$ cat src/rtl/galaksija_tape_rec_if.sv
// Tape buffer write port from the cassette recorder to the host-visible buffer.
// Master drives a 1-cycle write strobe with address and data; there is no backpressure.
interface galaksija_tape_rec_if #(
  parameter int ADDR_W = 14
) ();
  logic              buf_we;
  logic [ADDR_W-1:0] buf_addr;
  logic [7:0]        buf_data;

  modport master (output buf_we, output buf_addr, output buf_data);
  modport slave  (input  buf_we, input  buf_addr, input  buf_data);
endinterface

$ cat src/rtl/galaksija_tape_rec.sv
// Cassette recorder: decodes the CPU tape-out pulse train into bytes and writes them to the tape buffer.
// Latency: byte strobe 1 cycle after its 8th bit commits. No backpressure; the buffer accepts every write.
// Optional running byte checksum on rec_sum: define GALAKSIJA_TAPE_REC_SUM_EN.
module galaksija_tape_rec #(
  parameter int          ADDR_W   = 14,
  parameter logic [7:0]  OUT_MASK = 8'h44,
  parameter logic [15:0] HALF_MIN = 16'd600,
  parameter logic [15:0] CELL_MIN = 16'd3000,
  parameter logic [23:0] TIMEOUT  = 24'd2000000
) (
  input  logic                clk,
  input  logic                reset,
  input  logic                rec_en,
  input  logic                latch_wr,
  input  logic [7:0]          latch_data,
  galaksija_tape_rec_if.master buf_if,
  output logic [ADDR_W:0]     rec_len,
  output logic                rec_busy,
  output logic                rec_done,
  output logic                rec_ovf,
  output logic [7:0]          rec_sum
);
  typedef enum logic [1:0] {IDLE, ARMED, CELL, DONE} state_t;

  localparam logic [ADDR_W:0] LEN_ONE = 1;

  state_t      state;
  logic        level, level_q, rec_en_q, one_flag;
  logic [2:0]  bitcnt;
  logic [7:0]  shreg;
  logic [23:0] cnt;

  logic       pulse, full_wr, arm, cell_pulse, commit_byte;
  logic [7:0] new_byte;

  always_comb begin
    pulse       = level & ~level_q;
    full_wr     = buf_if.buf_we & (&buf_if.buf_addr);
    arm         = (state == IDLE) & rec_en & ~rec_en_q;
    cell_pulse  = (state == CELL) & rec_en & ~full_wr & pulse & (cnt >= 24'(CELL_MIN));
    commit_byte = cell_pulse & (bitcnt == 3'd7);
    new_byte    = {one_flag, shreg[7:1]};
  end

  always_ff @(posedge clk) begin
    if (reset) begin
      state           <= IDLE;
      level           <= 1'b0;
      level_q         <= 1'b0;
      rec_en_q        <= 1'b0;
      one_flag        <= 1'b0;
      bitcnt          <= 3'd0;
      shreg           <= 8'h00;
      cnt             <= 24'd0;
      buf_if.buf_we   <= 1'b0;
      buf_if.buf_addr <= '0;
      buf_if.buf_data <= 8'h00;
      rec_len         <= '0;
      rec_busy        <= 1'b0;
      rec_done        <= 1'b0;
      rec_ovf         <= 1'b0;
    end else begin
      rec_en_q      <= rec_en;
      level_q       <= level;
      buf_if.buf_we <= 1'b0;
      if (latch_wr) level <= |(latch_data & OUT_MASK);
      if (cnt != '1) cnt <= cnt + 24'd1;

      case (state)
        IDLE: if (arm) begin
          state           <= ARMED;
          rec_busy        <= 1'b1;
          rec_len         <= '0;
          buf_if.buf_addr <= '0;
          rec_ovf         <= 1'b0;
          rec_done        <= 1'b0;
        end
        ARMED: if (!rec_en) begin
          state    <= IDLE;
          rec_busy <= 1'b0;
        end else if (pulse) begin
          state    <= CELL;
          cnt      <= 24'd0;
          one_flag <= 1'b0;
          bitcnt   <= 3'd0;
          shreg    <= 8'h00;
        end
        CELL: if (!rec_en) begin
          state    <= IDLE;
          rec_busy <= 1'b0;
          shreg    <= 8'h00;
          bitcnt   <= 3'd0;
          one_flag <= 1'b0;
        end else if (full_wr) begin
          state    <= DONE;
          rec_busy <= 1'b0;
          rec_done <= 1'b1;
          rec_ovf  <= 1'b1;
        end else if (pulse) begin
          // Mid-cell pulses keep cnt running: cell length is measured from the cell start.
          if (cell_pulse) begin
            shreg    <= new_byte;
            bitcnt   <= bitcnt + 3'd1;
            cnt      <= 24'd0;
            one_flag <= 1'b0;
            if (commit_byte) begin
              buf_if.buf_we   <= 1'b1;
              buf_if.buf_data <= new_byte;
              buf_if.buf_addr <= rec_len[ADDR_W-1:0];
              rec_len         <= rec_len + LEN_ONE;
            end
          end else if (cnt >= 24'(HALF_MIN)) begin
            one_flag <= 1'b1;
          end
        end else if (cnt == TIMEOUT - 24'd1) begin
          state    <= DONE;
          rec_busy <= 1'b0;
          rec_done <= 1'b1;
        end
        DONE: if (!rec_en) state <= IDLE;
        default: state <= IDLE;
      endcase
    end
  end

`ifdef GALAKSIJA_TAPE_REC_SUM_EN
  always_ff @(posedge clk) begin
    if (reset || arm) rec_sum <= 8'h00;
    else if (commit_byte) rec_sum <= rec_sum + new_byte;
  end
`else
  assign rec_sum = 8'h00;
`endif
endmodule

$ cat src/flat_wrapper.sv
// flat-port wrapper written by rule: the top's interface ports become plain ports
module galaksija_tape_rec_flat 
#(
  parameter int          ADDR_W   = 14,
  parameter logic [7:0]  OUT_MASK = 8'h44,
  parameter logic [15:0] HALF_MIN = 16'd600,
  parameter logic [15:0] CELL_MIN = 16'd3000,
  parameter logic [23:0] TIMEOUT  = 24'd2000000
)
  (clk, reset, rec_en, latch_wr, latch_data, rec_len, rec_busy, rec_done, rec_ovf, rec_sum, buf_if_buf_we, buf_if_buf_addr, buf_if_buf_data);
  galaksija_tape_rec_if #(.ADDR_W(ADDR_W)) buf_if_i ();
  input  logic clk;
  input  logic reset;
  input  logic rec_en;
  input  logic latch_wr;
  input  logic [7:0] latch_data;
  output logic [ADDR_W:0] rec_len;
  output logic rec_busy;
  output logic rec_done;
  output logic rec_ovf;
  output logic [7:0] rec_sum;
  output wire logic [$bits(buf_if_i.buf_we)-1:0] buf_if_buf_we;
  output wire logic [$bits(buf_if_i.buf_addr)-1:0] buf_if_buf_addr;
  output wire logic [$bits(buf_if_i.buf_data)-1:0] buf_if_buf_data;
  assign buf_if_buf_we = buf_if_i.buf_we;
  assign buf_if_buf_addr = buf_if_i.buf_addr;
  assign buf_if_buf_data = buf_if_i.buf_data;
  galaksija_tape_rec #(.ADDR_W(ADDR_W), .OUT_MASK(OUT_MASK), .HALF_MIN(HALF_MIN), .CELL_MIN(CELL_MIN), .TIMEOUT(TIMEOUT)) u_core (.clk(clk), .reset(reset), .rec_en(rec_en), .latch_wr(latch_wr), .latch_data(latch_data), .buf_if(buf_if_i), .rec_len(rec_len), .rec_busy(rec_busy), .rec_done(rec_done), .rec_ovf(rec_ovf), .rec_sum(rec_sum));
endmodule
$ cat config.mk
export PLATFORM = sky130hd
export DESIGN_NAME = galaksija_tape_rec_flat
export DESIGN_NICKNAME = d
export VERILOG_FILES = /design/src/rtl/galaksija_tape_rec_if.sv /design/src/rtl/galaksija_tape_rec.sv /design/src/flat_wrapper.sv
export SDC_FILE = /design/constraint.sdc
export NUM_CORES = 1
export LEC_CHECK = 0
export CORE_MARGIN = 2
export CORE_UTILIZATION = 50
export DETAILED_ROUTE_END_ITERATION = 8
export PLACE_DENSITY = 0.82
export SYNTH_ARGS = -nofsm -noshare
export SYNTH_HDL_FRONTEND = slang
export SYNTH_SLANG_ARGS = --single-unit
$ cat constraint.sdc
create_clock -name clk -period 2.8 [get_ports clk]
set_input_delay 0.7 -clock clk [delete_from_list [all_inputs] [get_ports clk]]
set_output_delay 0.7 -clock clk [all_outputs]
set_load 0.02 [all_outputs]
After elaboration in Yosys (flattened, before gate mapping). Cells that the tools add are included.

Word-level logic and storage cells: 147. Register bits after elaboration: 82. Bits of input ports: 12.

Equality and inequality tests: 26. Magnitude comparators: 2. Mux-type cells: 70. $add $sub $neg: 3. Bitwise logic cells: 16. Reductions and logical operators: 15.

Operator list (number): 24-bit two-way mux (7); 15-bit two-way mux (6); 14-bit two-way mux (6); 8-bit two-way mux (6); 24-bit one-hot mux with 2 select lines (1); 15-bit one-hot mux with 2 select lines (1); 14-bit one-hot mux with 2 select lines (1); 24-bit by 1-bit adder with 24-bit output (second input constant) (1); 24-bit by 21-bit == test with 1-bit output (second input constant) (1); 24-bit by 10-bit >= comparator with 1-bit output (second input constant) (1); 24-bit by 12-bit >= comparator with 1-bit output (second input constant) (1); 24-bit inequality test (second input constant) (1); 1-bit two-way mux (21); 3-bit two-way mux (6); 6-bit AND reduction (3); 2-bit two-way mux (8); 8-bit one-hot mux with 2 select lines (1); 15-bit by 1-bit adder with 15-bit output (second input constant) (1); 5-bit AND reduction (3); 14-bit AND reduction (1); 2-bit by 1-bit inequality test with 1-bit output (second input constant) (6); 3-bit by 2-bit inequality test with 1-bit output (second input constant) (4); 2-bit inequality test (second input constant) (5); 1-bit bitwise AND (9); other kinds (19) (31).

Logic depth before layout (Yosys ltp). Gate-level depths: netlist (run 1).

Depth in word-level cells: 13. Depth in mapped cells: 10.

Worst setup path before layout (run 1). No wires, ideal clock.

Path kind: flip-flop to flip-flop. Start point: register u_core.cnt[3]. End point: register u_core.rec_len[10]. Data arrival time: 2.408 ns. Required time: 2.730 ns. Slack: 0.321 ns. Cell stages (with the launch flop): 10. Clock period less this slack: 2.479 ns. Setup time: 0.070 ns. Cell sequence: dfxtp_1 -> buf_4 -> a31oi_1 -> or4b_1 -> a311o_1 -> buf_6 -> o21a_1 -> buf_2 -> or4b_1 -> a21oi_1.

Word-level cells in the longest chain between the ends: 5. Elaborated cells on any way between the ends: 6.

RTL lines: start, declared (RTL line galaksija_tape_rec.sv:31) `logic [23:0] cnt;`; start signal, assigned (RTL line galaksija_tape_rec.sv:67) `if (cnt != '1) cnt <= cnt + 24'd1;`; 24-bit by 12-bit >= comparator with 1-bit output * (RTL line galaksija_tape_rec.sv:40) `cell_pulse = (state == CELL) & rec_en & ~full_wr & pulse & (cnt >= 24'(CELL_MIN));`; 1-bit bitwise AND * (RTL line galaksija_tape_rec.sv:40); 1-bit bitwise AND (RTL line galaksija_tape_rec.sv:41) `commit_byte = cell_pulse & (bitcnt == 3'd7);`; 2-bit by 1-bit inequality test with 1-bit output (no line); 7-bit AND reduction (no line) *; end signal, assigned (RTL line galaksija_tape_rec.sv:110) `rec_len <= rec_len + LEN_ONE;`; end, declared (RTL line galaksija_tape_rec.sv:17) `output logic [ADDR_W:0] rec_len,`.

Every way passes the cells marked *; elsewhere a longest branch is shown, timed or not. A chain may end at the register's enable or synchronous reset.

Worst setup path in the final report (run 1).
Start point: register u_core.cnt[8]. End point: register u_core.rec_len[6].

Same word-level chain as after synthesis.

==> reports/qor.log, run 1 <==
[critical_path] category of the critical setup timing path reg -> reg
[power_and_ir_drop] static leakage 1.621 nW
[power_and_ir_drop] Cell Int Power 0.001759 W
[yosys] area of the mapped netlist 0.003814 mm²
[timing] worst slew pin tran 615.6 ps
[timing] remaining max-slew budget at the tightest pin 58.81%
[global_routing] antenna violations before repair 0
[placed_design] HPWL reported at the end of detailed placement 6158 µm
[final_layout] fraction of final layout cells with drive strength greater than 1 8.515%
[critical_path] CP endpoint kind flop
[clock_tree] CTS buffer count 9
[yosys] Warnings, synthesis 0
[timing] time the worst path needs with I/O delays and setup 2611 ps
[critical_path] Worst Setup Start Kind flop
[clock_tree] CTS root buffer sky130_fd_sc_hd__clkbuf_8
[power_and_ir_drop] power density of the placed cells 534.8 mW/mm²
[timing] final hold vios 0
[die] number of top-level pins 61
[yosys] number of enable-type register cells in the synthesized netlist 0
[flow_run] Maximum Capacitance Violations 0
[critical_path] required time at the worst-slack endpoint 3080 ps
[yosys] cell accounting for the most synthesized area sky130_fd_sc_hd__dfxtp_1
[detailed_routing] routed length per placed instance 14.19 µm
[detailed_routing] total wire length after detailed routing 8569 µm
[clock_tree] clock tree from TritonCTS yes
[critical_path] kind of cell adding the most delay to the critical path simple AND/OR/NAND/NOR gates
[global_routing] GR Overflow Total 0
[yosys] number of standard cells after synthesis 444
[clock_tree] Resized Gates After CTS 0
[critical_path] Worst path slowest cell sky130_fd_sc_hd__or4_1
[detailed_routing] via count 3,467
[yosys] share of flip-flops with an asynchronous set or reset after synthesis 0%
[yosys] total of flip-flops plus latches after synthesis 81
[timing] Worst Hold Slack 481.0 ps
[placed_design] Buffers on Ports 46
[min_path] path type of the worst min-delay path reg -> reg
[detailed_routing] number of iterations in the first detailed-routing pass 4
[final_layout] Inserted Diodes 0
[die] total core area 0.007331 mm²
[global_routing] maximum number of pins on one net before global-route repair 25
[yosys] area share of the largest cell type after synthesis 42.52%
[die] Die Y-Extent 91.34 µm
[yosys] top flip-flop cell by instance count after synthesis sky130_fd_sc_hd__dfxtp_1
[yosys] Area contributors post-synth sky130_fd_sc_hd__dfxtp_1, sky130_fd_sc_hd__a21oi_1, sky130_fd_sc_hd__nand2_1
[timing] Setup Total Neg Slack 0 ps
[clock_tree] Post-CTS Hold Buffers 0
[timing] worst-case clock skew 14.31 ps
[final_layout] Filler Cell Count 599
[critical_path] cells along the critical path nand3_2 > or4b_1 > a311o_1 > o21a_2 > or4_1 > a21oi_1
[clock_tree] H-tree lvl count 3
[final_layout] number of nets in the layout 523
[power_and_ir_drop] combinational power share 14.8%
[die] # rows 31
[die] Horiz. Die Dim 91.34 µm
[timing] max-slew violation total from the final report 0
[clock_tree] worst skew pair latency 350 ps
[clock_tree] sink count of the clock tree 81
[yosys] Mean Syn Cell Area 8.589 µm²
[status] run status finished, final reports clean
[clock_tree] maximum clock insertion buffer count 2
[timing] worst setup slack after layout 188.9 ps
[global_routing] Global Route Usage Sum 21.32%
[detailed_routing] number of DRC violations after detailed routing 0
[final_layout] growth of design area from synthesis to finish 21.33%
[timing] unrepaired setup endpoints after global routing false
[clock_tree] CTS clock-pin slew for the worst setup and hold paths 90 ps
[timing] fmax 383.0 MHz
[critical_path] buffering stage count on the worst path with inverters included 0
[global_routing] wire length of the first global-routing pass 14,650 µm
[critical_path] data arrival time of the critical path 2890 ps
[yosys] number of distinct library cell variants in the gate-level netlist after synthesis 52
[critical_path] max incr delay on CP 530 ps
[power_and_ir_drop] proportion of power drawn by the clock network 36.1%
[global_routing] vias in the first global route 3,247
[power_and_ir_drop] total net switching power 0.0007155 W
[detailed_routing] antenna-violating nets left 0
[timing] Period Utilization, post-route 93.25%
[die] Starting Density 52.02%
[timing] final setup violating endpoints 0
[placed_design] Post-Place Worst Slack 92.99 ps
[power_and_ir_drop] sequential power share 49.1%
[detailed_routing] detail-routed via count per cell 5.740
[placed_design] global placer's final weighted congestion 0.8817
[power_and_ir_drop] switch share 28.92%
[detailed_routing] Starting DRT DRC Count 164
[power_and_ir_drop] VDD IR-drop max 0.0002932 V
[critical_path] biggest fanout along the worst timing path 21
[yosys] sequential cell area fraction in the yosys report 42.52%
[die] die area 0.008342 mm²
[clock_tree] post-CTS setup repair buffer count 0
==> layout by cell type, fill, tap and decap left out, types with 5 or more instances in the layout <==
cell                              synthesis  layout
sky130_fd_sc_hd__xnor2_1                  8       8
sky130_fd_sc_hd__and3_1                   5       5
sky130_fd_sc_hd__dfxtp_1                 81      81
sky130_fd_sc_hd__inv_1                    7       7
sky130_fd_sc_hd__nor3_1                   5       5
sky130_fd_sc_hd__o31ai_1                  8       8
sky130_fd_sc_hd__nor2_1                  46      46
sky130_fd_sc_hd__mux2i_1                  7       7
sky130_fd_sc_hd__o21ai_0                 15      15
sky130_fd_sc_hd__a2bb2oi_1               13      13
sky130_fd_sc_hd__a21oi_1                 41      41
sky130_fd_sc_hd__or4_1                    9       9
sky130_fd_sc_hd__a22o_1                   9       9
sky130_fd_sc_hd__buf_4                    9      20
sky130_fd_sc_hd__clkdlybuf4s50_1          0      46
sky130_fd_sc_hd__clkbuf_8                 0      10
sky130_fd_sc_hd__ha_1                    11      11
sky130_fd_sc_hd__xor2_1                  13      13
sky130_fd_sc_hd__or4b_1                   5       5
sky130_fd_sc_hd__nand3_1                 20      20
sky130_fd_sc_hd__nand4_1                 13      13
sky130_fd_sc_hd__conb_1                   1       8
sky130_fd_sc_hd__nand2_1                 52      52
==> power by group through the flow <==
stage / combinational (W) / clock, W / sequential [W]
2_1_floorplan: 0.000263 / 0 / 0.00124
3_3_place_gp: 0.000353 / 0 / 0.00124
6_report: 0.000367 / 0.000893 / 0.00121
3_5_place_dp: 0.000365 / 0 / 0.00124
4_1_cts: 0.000366 / 0.000915 / 0.00121
5_1_grt: 0.000406 / 0.000964 / 0.00122
==> routing by layer <==
metal  wire [µm]  vias to the layer above  global-route usage, %
met4         270                        0                  12.12
li1            -                     1708                      -
met2        4042                      112                  34.32
met1        3911                     1623                  27.14
met3         344                       24                  3.402
met5           0                        -                      0
==> state kept, by name (all words and copies together) (netlist names), 2 cells and up <==
name / cells
u_core.bitcnt: 3
u_core.buf_if.buf_addr: 14
u_core.buf_if.buf_data: 8
u_core.cnt: 24
u_core.rec_len: 15
u_core.shreg: 7
u_core.state: 2
==> path summary, 6_finish.rpt <==
path                                  start                         to  slack [ps]  depth (start not counted)
setup reg to reg              u_core.cnt[8]          u_core.rec_len[6]         190                          6
setup / recovery              u_core.cnt[8]          u_core.rec_len[6]         190                          6
hold / removal    u_core.buf_if.buf_data[1]  u_core.buf_if.buf_data[1]         480                          2
hold reg to reg   u_core.buf_if.buf_data[1]  u_core.buf_if.buf_data[1]         480                          2
==> metrics by stage <==
step	cell area, µm²	total power, W	utilization [%]	cells
after floorplan	3840	0.001505	-	451
after global placement	4415	0.001590	60.23	588
after detailed placement	4415	0.001606	60.23	588
after CTS	4626	0.002494	63.10	604
after global routing	4627	0.002590	63.12	604
final	4627	0.002474	63.12	604
==> synth_stat cells (5+ instances only) <==
library cell                instances
sky130_fd_sc_hd__a21oi_1           41
sky130_fd_sc_hd__a22o_1             9
sky130_fd_sc_hd__a2bb2oi_1         13
sky130_fd_sc_hd__and3_1             5
sky130_fd_sc_hd__buf_4              9
sky130_fd_sc_hd__clkbuf_1          12
sky130_fd_sc_hd__dfxtp_1           81
sky130_fd_sc_hd__ha_1              11
sky130_fd_sc_hd__inv_1              7
sky130_fd_sc_hd__mux2i_1            7
sky130_fd_sc_hd__nand2_1           52
sky130_fd_sc_hd__nand3_1           20
sky130_fd_sc_hd__nand4_1           13
sky130_fd_sc_hd__nor2_1            46
sky130_fd_sc_hd__nor3_1             5
sky130_fd_sc_hd__o21ai_0           15
sky130_fd_sc_hd__o31ai_1            8
sky130_fd_sc_hd__or4_1              9
sky130_fd_sc_hd__or4b_1             5
sky130_fd_sc_hd__xnor2_1            8
sky130_fd_sc_hd__xor2_1            13
==> cell families (layout without fill, tap and decap cells) <==
group | after synthesis | count (layout) | synth area share, %
buffers and inverters | 35 | 89 | 4.855
and+or+nand+nor | 182 | 182 | 24.02
AOI/OAI and AO/OA | 105 | 105 | 17.95
DFF | 81 | 81 | 42.52
other | 1 | 8 | 0.09833
adders and majority gates | 11 | 11 | 3.609
muxes | 8 | 8 | 2.133
xor gates and xnor gates | 21 | 21 | 4.823
==> worst min-delay path: cells and delay by family (launching register included) <==
family	cells	cell delay [ps]
compound gates	2	120
flops	1	320
==> final cells by class <==
cell class / instances / area, µm² / area share, %
clock buffers: 10 / 137.6 / 2.975
clock inverters: 6 / 72.57 / 1.568
inverters: 7 / 26.28 / 0.5679
multi-input cells: 335 / 2034 / 43.97
flip-flops and latches: 81 / 1622 / 35.05
well taps: 99 / 123.9 / 2.677
repair buffers: 66 / 610.6 / 13.20
No activity file was read; power rests on OpenSTA's default activity.
==> run 2: changes to the inputs <==
Settings changed: CORE_UTILIZATION 50 to 45, PLACE_DENSITY 0.82 to 0.76, SLEW_MARGIN set to 20.
==> run 2 against run 1 <==
Global-route usage decreased by 0.92 points. Flip-flop and latch count unchanged. Count of clock-buffer cells in the layout decreased by 1. Critical path depth unchanged. Utilization decreased by 6.7 points. Worst hold slack improved by 1.3 ps. Combinational power about the same. Sequential share of layout area decreased by 0.085 points. Wire length increased by 5.4%. Critical endpoint is now u_core.rec_len[7]. Fmax decreased by 1.0%.
==> reports/qor.log, run 2 (same netlist as run 1, synthesis figures left out) <==
[power_and_ir_drop] static leakage 1.620 nW [about the same]
[die] Die Y-Extent 96.06 µm [+5.2%]
[clock_tree] CTS buffer count 9 [unchanged]
[final_layout] area of the multi-input gates 0.002034 mm² [unchanged]
[critical_path] cell repeated most along the worst path sky130_fd_sc_hd__or4b_1
[critical_path] Worst path slowest cell sky130_fd_sc_hd__or4b_1
[die] number of top-level pins 61 [unchanged]
[flow_run] Maximum Capacitance Violations 0 [unchanged]
[timing] final hold vios 0 [unchanged]
[timing] time the worst path needs with I/O delays and setup 2639 ps [+27.49 ps]
[die] total core area 0.008217 mm² [+12%]
[timing] fmax 379.0 MHz [-1.0%]
[global_routing] GR Overflow Total 0 [unchanged]
[global_routing] maximum number of pins on one net before global-route repair 28 [+12%]
[detailed_routing] detail-routed via count per cell 5.776 [+0.62%]
[clock_tree] CTS clock-pin slew for the worst setup and hold paths 90 ps [about the same]
[clock_tree] H-tree lvl count 3 [unchanged]
[final_layout] number of nets in the layout 524 [+0.19%]
[power_and_ir_drop] power density of the placed cells 532.7 mW/mm² [-0.38%]
[detailed_routing] routed length per placed instance 14.79 µm [+4.2%]
[placed_design] Buffers on Ports 46 [unchanged]
[final_layout] Filler Cell Count 749 [+25%]
[timing] unrepaired setup endpoints after global routing false
[power_and_ir_drop] Tot Pwr 0.002471 W [-0.14%]
[critical_path] Worst Setup Start Kind flop
[critical_path] data arrival time of the critical path 2910 ps [+20 ps]
[final_layout] highest-count cells in the layout ignoring fill and taps sky130_fd_sc_hd__dfxtp_1, sky130_fd_sc_hd__nand2_1, sky130_fd_sc_hd__nor2_1, sky130_fd_sc_hd__clkdlybuf4s50_1, sky130_fd_sc_hd__a21oi_1
[global_routing] wire length of the first global-routing pass 14,800 µm [+1.0%]
[timing] Setup Total Neg Slack 0 ps [unchanged]
[power_and_ir_drop] combinational power share 14.8% [about the same]
[global_routing] vias in the first global route 3,192 [-1.7%]
[power_and_ir_drop] proportion of power drawn by the clock network 36.1% [about the same]
[final_layout] Layout Utilization 56.45% [-6.7 points]
[status] run status finished, final reports clean
[final_layout] Inserted Diodes 0 [unchanged]
[final_layout] commonest non-fill, non-tap cell in the layout sky130_fd_sc_hd__dfxtp_1
[global_routing] Global Route Usage Sum 20.41% [-0.92 points]
[timing] Period Utilization, post-route 94.23% [+0.98 points]
[clock_tree] CTS root buffer sky130_fd_sc_hd__clkbuf_8
[timing] max-slew violation total from the final report 0 [unchanged]
[min_path] path type of the worst min-delay path reg -> reg
[global_routing] antenna violations before repair 0 [unchanged]
[critical_path] CP endpoint kind flop
[placed_design] global placer's final weighted congestion 0.9036 [+2.5%]
[placed_design] HPWL reported at the end of detailed placement 6381 µm [+3.6%]
[critical_path] kind of cell adding the most delay to the critical path compound AO/OA/AOI/OAI gates
[final_layout] flip-flop and latch area 0.001622 mm² [unchanged]
[clock_tree] clock tree from TritonCTS yes
[timing] worst slew pin tran 599.0 ps [-16.57 ps]
[power_and_ir_drop] Cell Int Power 0.001737 W [-1.2%]
[critical_path] launch instance of the worst register-to-register path u_core.cnt[4]
[detailed_routing] number of iterations in the first detailed-routing pass 5 [+1]
[clock_tree] maximum clock insertion buffer count 2 [unchanged]
[detailed_routing] number of DRC violations after detailed routing 0 [unchanged]
[power_and_ir_drop] sequential power share 49.1% [about the same]
[timing] final setup violating endpoints 0 [unchanged]
[die] Starting Density 46.41% [-5.6 points]
[final_layout] growth of design area from synthesis to finish 21.62%
[detailed_routing] Starting DRT DRC Count 179 [+9.1%]
[detailed_routing] via count 3,529 [+1.8%]
[critical_path] max incr delay on CP 540 ps [about the same]
[clock_tree] worst skew pair latency 360 ps [about the same]
[critical_path] number of cell instances on the worst register-to-register path 6 [unchanged]
[min_path] worst-case hold path end point u_core.rec_len[14]
[power_and_ir_drop] VDD IR-drop max 0.0002169 V [-26%]
[critical_path] category of the critical setup timing path reg -> reg
[critical_path] R2R Setup Slk 160 ps [-30 ps]
[clock_tree] sink count of the clock tree 81 [unchanged]
[critical_path] buffering stage count on the worst path with inverters included 0 [unchanged]
[detailed_routing] total wire length after detailed routing 9036 µm [+5.4%]
[timing] remaining max-slew budget at the tightest pin 59.92% [+1.1 points]
[critical_path] biggest fanout along the worst timing path 24 [+14%]
[min_path] cell count of the worst hold path 2 [unchanged]
[critical_path] required time at the worst-slack endpoint 3070 ps [about the same]
[timing] worst-case clock skew 17.24 ps [+2.935 ps]
[die] die area 0.009228 mm² [+11%]
[timing] Worst Hold Slack 482.3 ps [+1.284 ps]
[min_path] hold wc startpoint u_core.rec_len[14]
[final_layout] register with the highest flop count u_core.cnt
[final_layout] final cell count without fillers 611 [+1.2%]
[detailed_routing] antenna-violating nets left 0 [unchanged]
[die] Horiz. Die Dim 96.06 µm [+5.2%]
[die] # rows 33 [+6.5%]
[final_layout] number of flip-flops under the largest register name 24 [unchanged]
[placed_design] total placed cells including tap cells 595 [+1.2%]
[final_layout] largest registers u_core.cnt (24), u_core.rec_len (15), u_core.buf_if.buf_addr (14)
[critical_path] cells along the critical path a31oi_1 > or4b_1 > a311o_1 > o21a_2 > or4b_1 > a21oi_1
[final_layout] fraction of final layout cells with drive strength greater than 1 8.696% [+0.18 points]
[power_and_ir_drop] switch share 29.69% [+0.77 points]
[power_and_ir_drop] total net switching power 0.0007335 W [+2.5%]
[critical_path] end of the worst register-to-register path u_core.rec_len[7]
-- run 2: routing by layer --
layer	track usage, %	vias up	wire [µm]
met5	0	-	0
met4	10.24	0	204
met3	4.933	15	400
met2	33.56	101	4370
met1	24.78	1706	4060
li1	-	1707	-
-- run 2: worst max path at each step --
stage          cells past startpoint  slack (ps)           start                  to
6_report                           6         160   u_core.cnt[4]   u_core.rec_len[7]
5_1_grt                            7           1  u_core.cnt[16]     u_core.shreg[5]
4_1_cts                            6          40   u_core.cnt[4]   u_core.rec_len[7]
3_5_place_dp                       7          90   u_core.cnt[4]   u_core.rec_len[3]
3_3_place_gp                       8         140          rec_en   u_core.rec_len[3]
2_1_floorplan                      9         320   u_core.cnt[3]  u_core.rec_len[10]
-- run 2: power groups by stage --
| stage | logic (W) | registers [W] | clock network [W] |
|---|---|---|---|
| 2_1_floorplan | 0.000263 | 0.00124 | 0 |
| 3_3_place_gp | 0.000354 | 0.00124 | 0 |
| 3_5_place_dp | 0.000361 | 0.00124 | 0 |
| 4_1_cts | 0.000363 | 0.00121 | 0.000911 |
| 5_1_grt | 0.000415 | 0.00122 | 0.000968 |
| 6_report | 0.000365 | 0.00121 | 0.000893 |
-- run 2: area by class of cell --
cell class                 instances  share of cell area, %
inverter                           7                 0.5665
multi-input combinational        335                  43.86
clock inverter                     7                  1.780
tap                              105                  2.832
sequential                        81                  34.96
timing repair buffer              67                  13.33
clock buffer                       9                  2.671
-- run 2: timing repair --
item                                   4_1_cts  5_1_grt
gates resized for setup                      0        1
hold buffers                                 0        0
endpoints found under the hold margin        0        0
setup endpoints to repair                    0       13
buffers inserted                             0        0
-- run 2: worst register-to-register path, cell delays in order, from the launching register on --
cell,delay (ps)
sky130_fd_sc_hd__dfxtp_1,430
sky130_fd_sc_hd__a31oi_1,100
sky130_fd_sc_hd__or4b_1,520
sky130_fd_sc_hd__a311o_1,420
sky130_fd_sc_hd__o21a_2,370
sky130_fd_sc_hd__or4b_1,540
sky130_fd_sc_hd__a21oi_1,180
-- run 2: metrics by stage --
stage	worst slack (ps)	area, µm²
2_1_floorplan	321.2	3840
3_3_place_gp	137.9	4431
3_5_place_dp	86.25	4431
4_1_cts	41.47	4637
5_1_grt	1.360	4638
6_report	161.4	4638
==> run 3: changes to the inputs <==
Settings changed: CAP_MARGIN set to 20, CORE_UTILIZATION 45 to 40, PLACE_DENSITY 0.76 to 0.7, REMOVE_ABC_BUFFERS set to 1.
==> run 3 against run 2 <==
Wire length down 3.7%. First-iteration DRC count down 53%. Combinational power down 1%. Highest routed layer unchanged. Via count down 2.8%.
==> reports/qor.log, run 3 (same netlist as run 1, synthesis figures left out) <==
[critical_path] data arrival time of the critical path 2930 ps [+20 ps]
[critical_path] R2R Setup Slk 180 ps [+20 ps]
[global_routing] GR Overflow Total 0 [unchanged]
[die] Die Y-Extent 101.6 µm [+5.8%]
[final_layout] final cell count without fillers 633 [+3.6%]
[critical_path] cell repeated most along the worst path sky130_fd_sc_hd__or4b_1
[power_and_ir_drop] VDD IR-drop max 0.0002649 V [+22%]
[detailed_routing] routed length per placed instance 13.75 µm [-7.0%]
[final_layout] Inserted Diodes 0 [unchanged]
[power_and_ir_drop] proportion of power drawn by the clock network 36.6% [+0.5 points]
[placed_design] post-placement cell area 0.004446 mm² [+0.34%]
[global_routing] wire length of the first global-routing pass 14,870 µm [+0.47%]
[global_routing] antenna violations before repair 0 [unchanged]
[flow_run] Maximum Capacitance Violations 0 [unchanged]
[detailed_routing] number of iterations in the first detailed-routing pass 5 [unchanged]
[placed_design] global placer's final weighted congestion 0.8803 [-2.6%]
[placed_design] HPWL reported at the end of detailed placement 6172 µm [-3.3%]
[clock_tree] post-CTS setup repair buffer count 0 [unchanged]
[timing] Period Utilization, post-route 93.64% [-0.60 points]
[clock_tree] worst skew pair latency 370 ps [about the same]
[timing] max-slew violation total from the final report 0 [unchanged]
[global_routing] Global Route Usage Sum 17.88% [-2.5 points]
[power_and_ir_drop] sequential power share 48.9% [-0.2 points]
[timing] unrepaired setup endpoints after global routing false
[critical_path] kind of cell adding the most delay to the critical path simple AND/OR/NAND/NOR gates
[critical_path] CP endpoint kind flop
[global_routing] maximum number of pins on one net before global-route repair 27 [-3.6%]
[die] Starting Density 41.27% [-5.1 points]
[final_layout] commonest non-fill, non-tap cell in the layout sky130_fd_sc_hd__dfxtp_1
[detailed_routing] Starting DRT DRC Count 85 [-53%]
[power_and_ir_drop] combinational power share 14.6% [-0.2 points]
[timing] Setup Total Neg Slack 0 ps [unchanged]
[timing] fmax 381.4 MHz [+0.64%]
[timing] final hold vios 0 [unchanged]
[die] number of top-level pins 61 [unchanged]
[detailed_routing] number of DRC violations after detailed routing 0 [unchanged]
[final_layout] fraction of final layout cells with drive strength greater than 1 8.730% [+0.035 points]
[final_layout] number of nets in the layout 522 [-0.38%]
[detailed_routing] length of routed met3 wiring 395 µm [-1.3%]
[clock_tree] H-tree lvl count 3 [unchanged]
[critical_path] Worst Setup Start Kind flop
[detailed_routing] antenna-violating nets left 0 [unchanged]
[die] # rows 35 [+6.1%]
[critical_path] Worst path slowest cell sky130_fd_sc_hd__or4b_1
[clock_tree] sink count of the clock tree 81 [unchanged]
[die] Horiz. Die Dim 101.6 µm [+5.8%]
[clock_tree] clock tree from TritonCTS yes
[timing] worst slew pin tran 819.2 ps [+220.2 ps]
[placed_design] total placed cells including tap cells 617 [+3.7%]
[critical_path] biggest fanout along the worst timing path 26 [+8.3%]
[timing] time the worst path needs with I/O delays and setup 2622 ps [-16.76 ps]
[final_layout] number of flip-flops under the largest register name 24 [unchanged]
[critical_path] buffering stage count on the worst path with inverters included 0 [unchanged]
[final_layout] area of the multi-input gates 0.002039 mm² [+0.25%]
[clock_tree] maximum clock insertion buffer count 2 [unchanged]
[timing] final setup violating endpoints 0 [unchanged]
[final_layout] largest registers u_core.cnt (24), u_core.rec_len (15), u_core.buf_if.buf_addr (14)
[critical_path] required time at the worst-slack endpoint 3110 ps [+40 ps]
[power_and_ir_drop] static leakage 1.618 nW [-0.14%]
[clock_tree] CTS root buffer sky130_fd_sc_hd__clkbuf_8
[placed_design] Buffers on Ports 46 [unchanged]
[detailed_routing] met2 routed WL 4234 µm [-3.1%]
[detailed_routing] detail-routed via count per cell 5.420 [-6.2%]
[final_layout] highest-count cells in the layout ignoring fill and taps sky130_fd_sc_hd__dfxtp_1, sky130_fd_sc_hd__nand2_1, sky130_fd_sc_hd__clkdlybuf4s50_1, sky130_fd_sc_hd__nor2_1, sky130_fd_sc_hd__a21oi_1
[final_layout] flip-flop and latch area 0.001622 mm² [unchanged]
[detailed_routing] uppermost routed layer met4
[critical_path] cells along the critical path nand3_2 > or4b_1 > a311o_1 > o21a_2 > or4b_1 > a21oi_1
[min_path] path type of the worst min-delay path reg -> reg
[global_routing] vias in the first global route 3,204 [+0.38%]
[detailed_routing] total wire length after detailed routing 8702 µm [-3.7%]
[final_layout] Final Cell Area 0.004663 mm² [+0.54%]
[clock_tree] CTS buffer count 9 [unchanged]
[power_and_ir_drop] power density of the placed cells 531.7 mW/mm² [-0.20%]
[final_layout] Filler Cell Count 886 [+18%]
[status] run status finished, final reports clean
[die] total core area 0.009240 mm² [+12%]
[detailed_routing] DRT met1 WL 3963 µm [-2.4%]
[power_and_ir_drop] total net switching power 0.0007260 W [-1.0%]
[detailed_routing] via count 3,431 [-2.8%]
[critical_path] max incr delay on CP 550 ps [about the same]
[power_and_ir_drop] Cell Int Power 0.001753 W [+0.92%]
[power_and_ir_drop] switch share 29.28% [-0.40 points]
[final_layout] register with the highest flop count u_core.cnt
[die] die area 0.01033 mm² [+12%]
[critical_path] category of the critical setup timing path reg -> reg
[clock_tree] CTS clock-pin slew for the worst setup and hold paths 100 ps [about the same]
[timing] remaining max-slew budget at the tightest pin 45.25% [-15 points]
[final_layout] growth of design area from synthesis to finish 22.28%
[timing] worst-case clock skew 16.56 ps [-0.6855 ps]
==> run 3: changes by cell type in the layout (fill, tap and decap cells not counted), sizes merged <==
cell,previous run,this run
clkinv,0,3
buf,21,19
clkinvlp,2,0
inv,11,9
clkbuf,9,10
==> run 3: worst paths after layout <==
| kind | start | endpoint | cells past startpoint |
|---|---|---|---|
| worst min-delay path | u_core.buf_if.buf_data[3] | u_core.buf_if.buf_data[3] | 2 |
| worst max-delay path | u_core.cnt[7] | u_core.rec_len[11] | 6 |
| worst min register to register | u_core.buf_if.buf_data[3] | u_core.buf_if.buf_data[3] | 2 |
| worst max register to register | u_core.cnt[7] | u_core.rec_len[11] | 6 |
==> run 3: power by group through the flow <==
stage	Sequential (W)	Clock [W]	Combinational (W)
floorplan	0.00124	0	0.000236
global route	0.00122	0.000981	0.000408
CTS	0.00121	0.000930	0.000359
global placement	0.00124	0	0.000349
detailed placement	0.00124	0	0.000357
finish	0.00121	0.000907	0.000361
==> run 3: stage by stage <==
step,hold WS (ps),util [%],total power (W),setup WS (ps)
global placement,460.5,48.11,0.001587,62.63
detailed placement,471.6,48.11,0.001596,3.750
global route,512.1,50.47,0.002605,7.491
finish,483.3,50.47,0.002479,178.2
CTS,486.3,50.40,0.002501,20.48
floorplan,449.1,-,0.001479,1.380
==> run 3: final cells by class <==
type	instances	area share (%)
Clock buffer	10	2.951
Sequential cell	81	34.77
Multi-Input combinational cell	335	43.74
Clock inverter	6	1.583
Inverter	7	0.5635
Timing Repair Buffer	65	12.93
Tap cell	129	3.461
==> run 3: per-layer routing <==
| metal | GRT usage (%) | up-vias |
|---|---|---|
| met1 | 21.49 | 1645 |
| met5 | 0 | - |
| li1 | - | 1693 |
| met4 | 6.133 | 0 |
| met3 | 4.693 | 14 |
| met2 | 30.87 | 79 |
==> run 3: timing repair <==
item | 4_1_cts | 5_1_grt
hold buffers | 0 | 0
setup endpoints to repair | 0 | 50
gates resized for setup | 0 | 3
endpoints found under the hold margin | 0 | 0
==> run 3: tightest hold or removal path: cells and delay by family, from the launching register on <==
family / cells / cell delay [ps]
compound gates: 2 / 130
flops: 1 / 320
